### src/rtl/ram_access_pkg.sv
// Shared state encoding and address helpers for the single-port RAM access controller.
package ram_access_pkg;

    typedef enum logic [2:0] {
        IDLE     = 3'd0,
        WR       = 3'd1,
        RD_ISSUE = 3'd2,
        RD_CAPT  = 3'd3,
        RD_RESP  = 3'd4
    } state_t;

    function automatic int addr_w(input int mem_length);
        return (mem_length > 1) ? $clog2(mem_length) : 1;
    endfunction

    function automatic int len_w(input int max_burst);
        return (max_burst > 1) ? $clog2(max_burst) : 1;
    endfunction

    // Depth need not be a power of two, so the address wraps explicitly.
    function automatic int unsigned next_addr(input int unsigned addr, input int unsigned mem_length);
        return (addr == mem_length - 1) ? 0 : addr + 1;
    endfunction

endpackage

### src/rtl/ram_access_ctrl.sv
// Initiator for a one-cycle-latency single-port RAM: single-beat writes, multi-beat
// reads streamed back over a valid/ready response channel with last-beat framing.
module ram_access_ctrl
    import ram_access_pkg::*;
#(
    parameter int DATA_LENGTH = 32,
    parameter int MEM_LENGTH  = 32,
    parameter int MAX_BURST   = 8,
    localparam int ADDR_W = addr_w(MEM_LENGTH),
    localparam int LEN_W  = len_w(MAX_BURST)
) (
    input  logic                   clk,
    input  logic                   rst,
    input  logic                   req_valid,
    output logic                   req_ready,
    input  logic                   req_we,
    input  logic [ADDR_W-1:0]      req_addr,
    input  logic [LEN_W-1:0]       req_len,
    input  logic [DATA_LENGTH-1:0] req_wdata,
    output logic                   rsp_valid,
    input  logic                   rsp_ready,
    output logic [DATA_LENGTH-1:0] rsp_data,
    output logic                   rsp_last,
    output logic                   busy,
    output logic                   mem_we,
    output logic [ADDR_W-1:0]      mem_addr,
    output logic [DATA_LENGTH-1:0] mem_wdata,
    input  logic [DATA_LENGTH-1:0] mem_rdata
);

    state_t                   state_q, state_d;
    logic                     mem_we_q, mem_we_d;
    logic [ADDR_W-1:0]        mem_addr_q, mem_addr_d;
    logic [DATA_LENGTH-1:0]   mem_wdata_q, mem_wdata_d;
    logic                     rsp_valid_q, rsp_valid_d;
    logic                     rsp_last_q, rsp_last_d;
    logic [DATA_LENGTH-1:0]   rsp_data_q, rsp_data_d;
    logic [LEN_W-1:0]         beats_q, beats_d;

    always_ff @(posedge clk or negedge rst) begin
        if (!rst) begin
            state_q     <= IDLE;
            mem_we_q    <= 1'b0;
            mem_addr_q  <= '0;
            mem_wdata_q <= '0;
            rsp_valid_q <= 1'b0;
            rsp_last_q  <= 1'b0;
            rsp_data_q  <= '0;
            beats_q     <= '0;
        end else begin
            state_q     <= state_d;
            mem_we_q    <= mem_we_d;
            mem_addr_q  <= mem_addr_d;
            mem_wdata_q <= mem_wdata_d;
            rsp_valid_q <= rsp_valid_d;
            rsp_last_q  <= rsp_last_d;
            rsp_data_q  <= rsp_data_d;
            beats_q     <= beats_d;
        end
    end

    always_comb begin
        state_d     = state_q;
        mem_we_d    = mem_we_q;
        mem_addr_d  = mem_addr_q;
        mem_wdata_d = mem_wdata_q;
        rsp_valid_d = rsp_valid_q;
        rsp_last_d  = rsp_last_q;
        rsp_data_d  = rsp_data_q;
        beats_d     = beats_q;
        unique case (state_q)
            IDLE: begin
                if (req_valid) begin
                    mem_addr_d = req_addr;
                    if (req_we) begin
                        mem_wdata_d = req_wdata;
                        mem_we_d    = 1'b1;
                        state_d     = WR;
                    end else begin
                        beats_d  = req_len;
                        mem_we_d = 1'b0;
                        state_d  = RD_ISSUE;
                    end
                end
            end
            WR: begin
                mem_we_d = 1'b0;
                state_d  = IDLE;
            end
            // RAM samples mem_addr at the end of this cycle; data is valid in RD_CAPT.
            RD_ISSUE: state_d = RD_CAPT;
            RD_CAPT: begin
                rsp_data_d  = mem_rdata;
                rsp_valid_d = 1'b1;
                rsp_last_d  = (beats_q == '0);
                state_d     = RD_RESP;
            end
            RD_RESP: begin
                if (rsp_ready) begin
                    rsp_valid_d = 1'b0;
                    rsp_last_d  = 1'b0;
                    if (beats_q == '0) begin
                        state_d = IDLE;
                    end else begin
                        beats_d    = beats_q - LEN_W'(1);
                        mem_addr_d = ADDR_W'(next_addr(32'(mem_addr_q), MEM_LENGTH));
                        state_d    = RD_ISSUE;
                    end
                end
            end
            default: state_d = IDLE;
        endcase
    end

    assign req_ready = (state_q == IDLE);
    assign busy      = (state_q != IDLE);
    assign mem_we    = mem_we_q;
    assign mem_addr  = mem_addr_q;
    assign mem_wdata = mem_wdata_q;
    assign rsp_valid = rsp_valid_q;
    assign rsp_last  = rsp_last_q;
    assign rsp_data  = rsp_data_q;

endmodule
### config.mk
export PLATFORM = sky130hd
export DESIGN_NAME = ram_access_ctrl
export DESIGN_NICKNAME = d
export VERILOG_FILES = /design/src/rtl/ram_access_pkg.sv /design/src/rtl/ram_access_ctrl.sv
export SDC_FILE = /design/constraint.sdc
export NUM_CORES = 1
export LEC_CHECK = 0
export CAP_MARGIN = 20
export CORE_MARGIN = 2
export CORE_UTILIZATION = 41
export CTS_CLUSTER_SIZE = 8
export DETAILED_ROUTE_END_ITERATION = 10
export PLACE_DENSITY = 0.8
export SETUP_SLACK_MARGIN = 0.3
export SLEW_MARGIN = 20
export SYNTH_ARGS = -nofsm -noshare
export SYNTH_HDL_FRONTEND = slang
export SYNTH_SLANG_ARGS = --single-unit
### constraint.sdc
create_clock -name clk -period 2.05 [get_ports clk]
set_input_delay 0.205 -clock clk [delete_from_list [all_inputs] [get_ports clk]]
set_output_delay 0.205 -clock clk [all_outputs]
set_load 0.01 [all_outputs]
==> flow_summary_export.csv <==
group,metric,value,unit
run_status,status,"completed",
clock_network,clock_latency,330,ps
die,core,0.007727,mm2
die,start_util,0.4226,
worst_setup_path,startpoint_type,"register",
route,dr.pass1.iters,4,
cells_and_area,stdcell_area,0.005194,mm2
clock_network,cts.sinks,78,
power,ir_drop,0.7258,mV
worst_hold_path,hp-class,"in -> async",
synth,synth_area,0.003266,mm2
cells_and_area,multi_input_area,0.001230,mm2
synth,synth_ff_type,"dfrtp_1",
global_route,grtUsageTotal,0.1760,
sta,setup-tns-final,0,ps
power,seqPwrFrac,0.359,
sta,fmax,0.6040,GHz
sta,period_share,0.8076,
worst_setup_path,setup.worst_path.end_class,"register",
cells_and_area,fin_nets,474,
die,die_h,93.25,um
synth,synthTopCellsByArea,"dfrtp_1 60%, mux2_2 16%, mux2_1 6.9%",
clock_network,cts_tree,"yes",
cells_and_area,antennaDiodeCount,0,
global_route,grt_start_max_net_pins,31,
worst_setup_path,worstReg2RegStart,"state_q[2]$_DFFE_PN0P_",
clock_network,clk_pin_slew,80,ps
global_route,grt_pass1_wl,12100,um
synth,ys_warn_count,0,
power,p_int,5.243,mW
synth,ys_seq_area_frac,0.5977,
sta,rsz0062_at_grt,"true",
sta,hold_viol_final,0,
route,avgViaCountPerCell,4.888,
worst_setup_path,r2r_slack,390,ps
route,avgRoutedWirePerCell,14.88,um
synth,yosysMostFrequentCell,"dfrtp_1",
synth,yosys.area.top_type,"dfrtp_1",
global_route,overflow,0,
die,chipWidth,93.25,um
synth,syn_area_per_cell,14.45,um2
route,drt-initial-drc-count,42,
worst_setup_path,r2r_end,"mem_wdata[9]$_DFFE_PN0P_",
clock_network,cts_buffer_depth,2,
worst_setup_path,cp.arrival,1860,ps
route,drc,0,
route,detail-route-antenna-nets,0,
worst_setup_path,reg2reg_depth,6,
worst_setup_path,required,2250,ps
die,rows,32,
placed_design,dpl_cell_area,0.004898,mm2
sta,finalSetupViolCount,0,
die,boundaryPins,151,
power,powerDensity,1469,mW/mm2
synth,async_reset_ff_frac,1.000,
cells_and_area,synthToLayoutAreaGrowth,59.04,%
power,p_leak,2.176,nW
sta,finalCriticalPeriod,1656,ps
global_route,grt_pass1_vias,2541,
clock_network,cts_buffers,9,
sta,tightestPinTransition,418.6,ps
route,finalWirelength,7438,um
clock_network,htreeDepth,3,
sta,relSlewSlack,0.7209,
power,p_sw_frac,0.3129,
route,num_vias,2444,
worst_setup_path,cp_max_fo,17,
power,pwr-share-comb,0.488,
placed_design,placedCellCount,477,
clock_network,root_buffer,"clkbuf_8",
cells_and_area,final_layout_size_suffix_gt1_frac,0.2362,
power,pwr-share-clk,0.154,
cells_and_area,regArea,0.001956,mm2
cells_and_area,finalNonFillerCells,500,
synth,ys_seq_elements,78,
synth,synth_top_area_share,0.5977,
die,dieArea,0.008695,mm2
placed_design,port_buffers,150,
synth,synth_edf_count,0,
synth,netlist_instances,226,
worst_setup_path,crit_type,"reg -> reg",
flow_run,maxCapViolCount,0,
synth,synth_nets,307,
placed_design,gp_congestion,0.7558,
cells_and_area,fillers,577,
sta,fin_skew,11.43,ps
placed_design,hpwl,5637,um
synth,ys_types,39,
power,netSwitchingPower,2.387,mW
sta,finalMaxSlewViolations,0,
synth,synth_common_cells,"78 x dfrtp_1, 45 x mux2_2, 20 x mux2_1",
global_route,antenna_found_initial,0,
==> through the flow <==
| stage | setup slack (ps) | hold WS [ps] | total power [mW] | utilization |
|---|---|---|---|---|
| finish | 394.4 | 349.6 | 7.630 | 0.6721 |
| detailed placement | 175.3 | 174.4 | 6.422 | 0.6339 |
| global route | 281.8 | 367.4 | 8.141 | 0.6721 |
| floorplan | 369.2 | -90.59 | 4.446 | - |
| CTS | 318.3 | 349.4 | 7.702 | 0.6677 |
| global placement | 216.5 | 165.1 | 6.289 | 0.6339 |
==> how the worst max path moves through the flow <==
stage / from / to / slack [ps] / depth (start not counted)
3_5_place_dp: req_valid / mem_wdata[30]$_DFFE_PN0P_ / 180 / 6
2_1_floorplan: beats_q[0]$_DFFE_PN0P_ / mem_addr[0]$_DFFE_PN0P_ / 370 / 6
6_report: state_q[2]$_DFFE_PN0P_ / mem_wdata[9]$_DFFE_PN0P_ / 390 / 6
3_3_place_gp: req_valid / mem_wdata[17]$_DFFE_PN0P_ / 220 / 6
4_1_cts: state_q[1]$_DFFE_PN0P_ / beats_q[1]$_DFFE_PN0P_ / 320 / 5
5_1_grt: mem_addr[0]$_DFFE_PN0P_ / mem_addr[2]$_DFFE_PN0P_ / 280 / 6
==> what timing repair did <==
action                                 4_1_cts  5_1_grt
setup endpoints to repair                   15        9
setup buffers                                4        2
hold buffers                                 1        0
pin swaps                                    0        1
resized for setup                            8        5
endpoints found under the hold margin       28        0
==> critical path, cell delays in order, from the launching register on <==
cell	delay, ps
dfrtp_2	410
buf_4	180
nor2b_1	140
nand2_2	110
nor2_8	180
buf_12	170
mux2_1	330
==> sequential cells by signal (all words and copies together) (netlist names) <==
register / cells
rsp_data: 32
mem_addr: 5
rsp_last: 1
mem_wdata: 32
mem_we: 1
rsp_valid: 1
state_q: 3
beats_q: 3
==> cells by family (layout without fill, tap and decap cells) <==
| logic type | count (synthesis) | count (layout) | share of synthesized area |
|---|---|---|---|
| AO/OA/AOI/OAI | 28 | 28 | 0.05134 |
| adder cells (fa/ha/maj) | 4 | 4 | 0.01533 |
| flip-flops | 78 | 78 | 0.5977 |
| AND/OR/NAND/NOR | 34 | 34 | 0.06706 |
| multiplexers | 68 | 68 | 0.2349 |
| buffers and inverters | 14 | 186 | 0.03372 |
==> layout make-up <==
class	count	share of cell area
Clock buffer	12	0.02987
Inverter	5	0.003614
Sequential cell	78	0.3765
Tap cell	102	0.02457
Clock inverter	4	0.01036
Multi-Input combinational cell	134	0.2368
Timing Repair Buffer	165	0.3182
==> per-layer routing <==
metal | global-route usage | wire length (um)
met1 | 0.2196 | 3070
met2 | 0.2968 | 3749
met3 | 0.05077 | 584
met4 | 0.05270 | 34
met5 | 0 | 0
==> power groups by stage <==
stage | clock network [mW] | registers (mW) | logic (mW)
after floorplan | 0 | 3.06 | 1.38
after global placement | 0 | 2.75 | 3.54
after detailed placement | 0 | 2.80 | 3.63
after CTS | 1.22 | 2.75 | 3.73
after global routing | 1.29 | 2.85 | 4.01
final | 1.17 | 2.74 | 3.72
==> placed cells by master, fill, tap and decap left out, drive strengths merged, types with 3 or more instances in the layout <==
cell type,n
a21oi,7
nor3,5
inv,6
nand2,5
buf,15
o21ai,11
mux2,66
nor2,10
nand2b,3
clkdlybuf4s50,147
clkbuf,12
ha,4
nor2b,3
dfrtp,78
(Power assumes the default switching activity.)
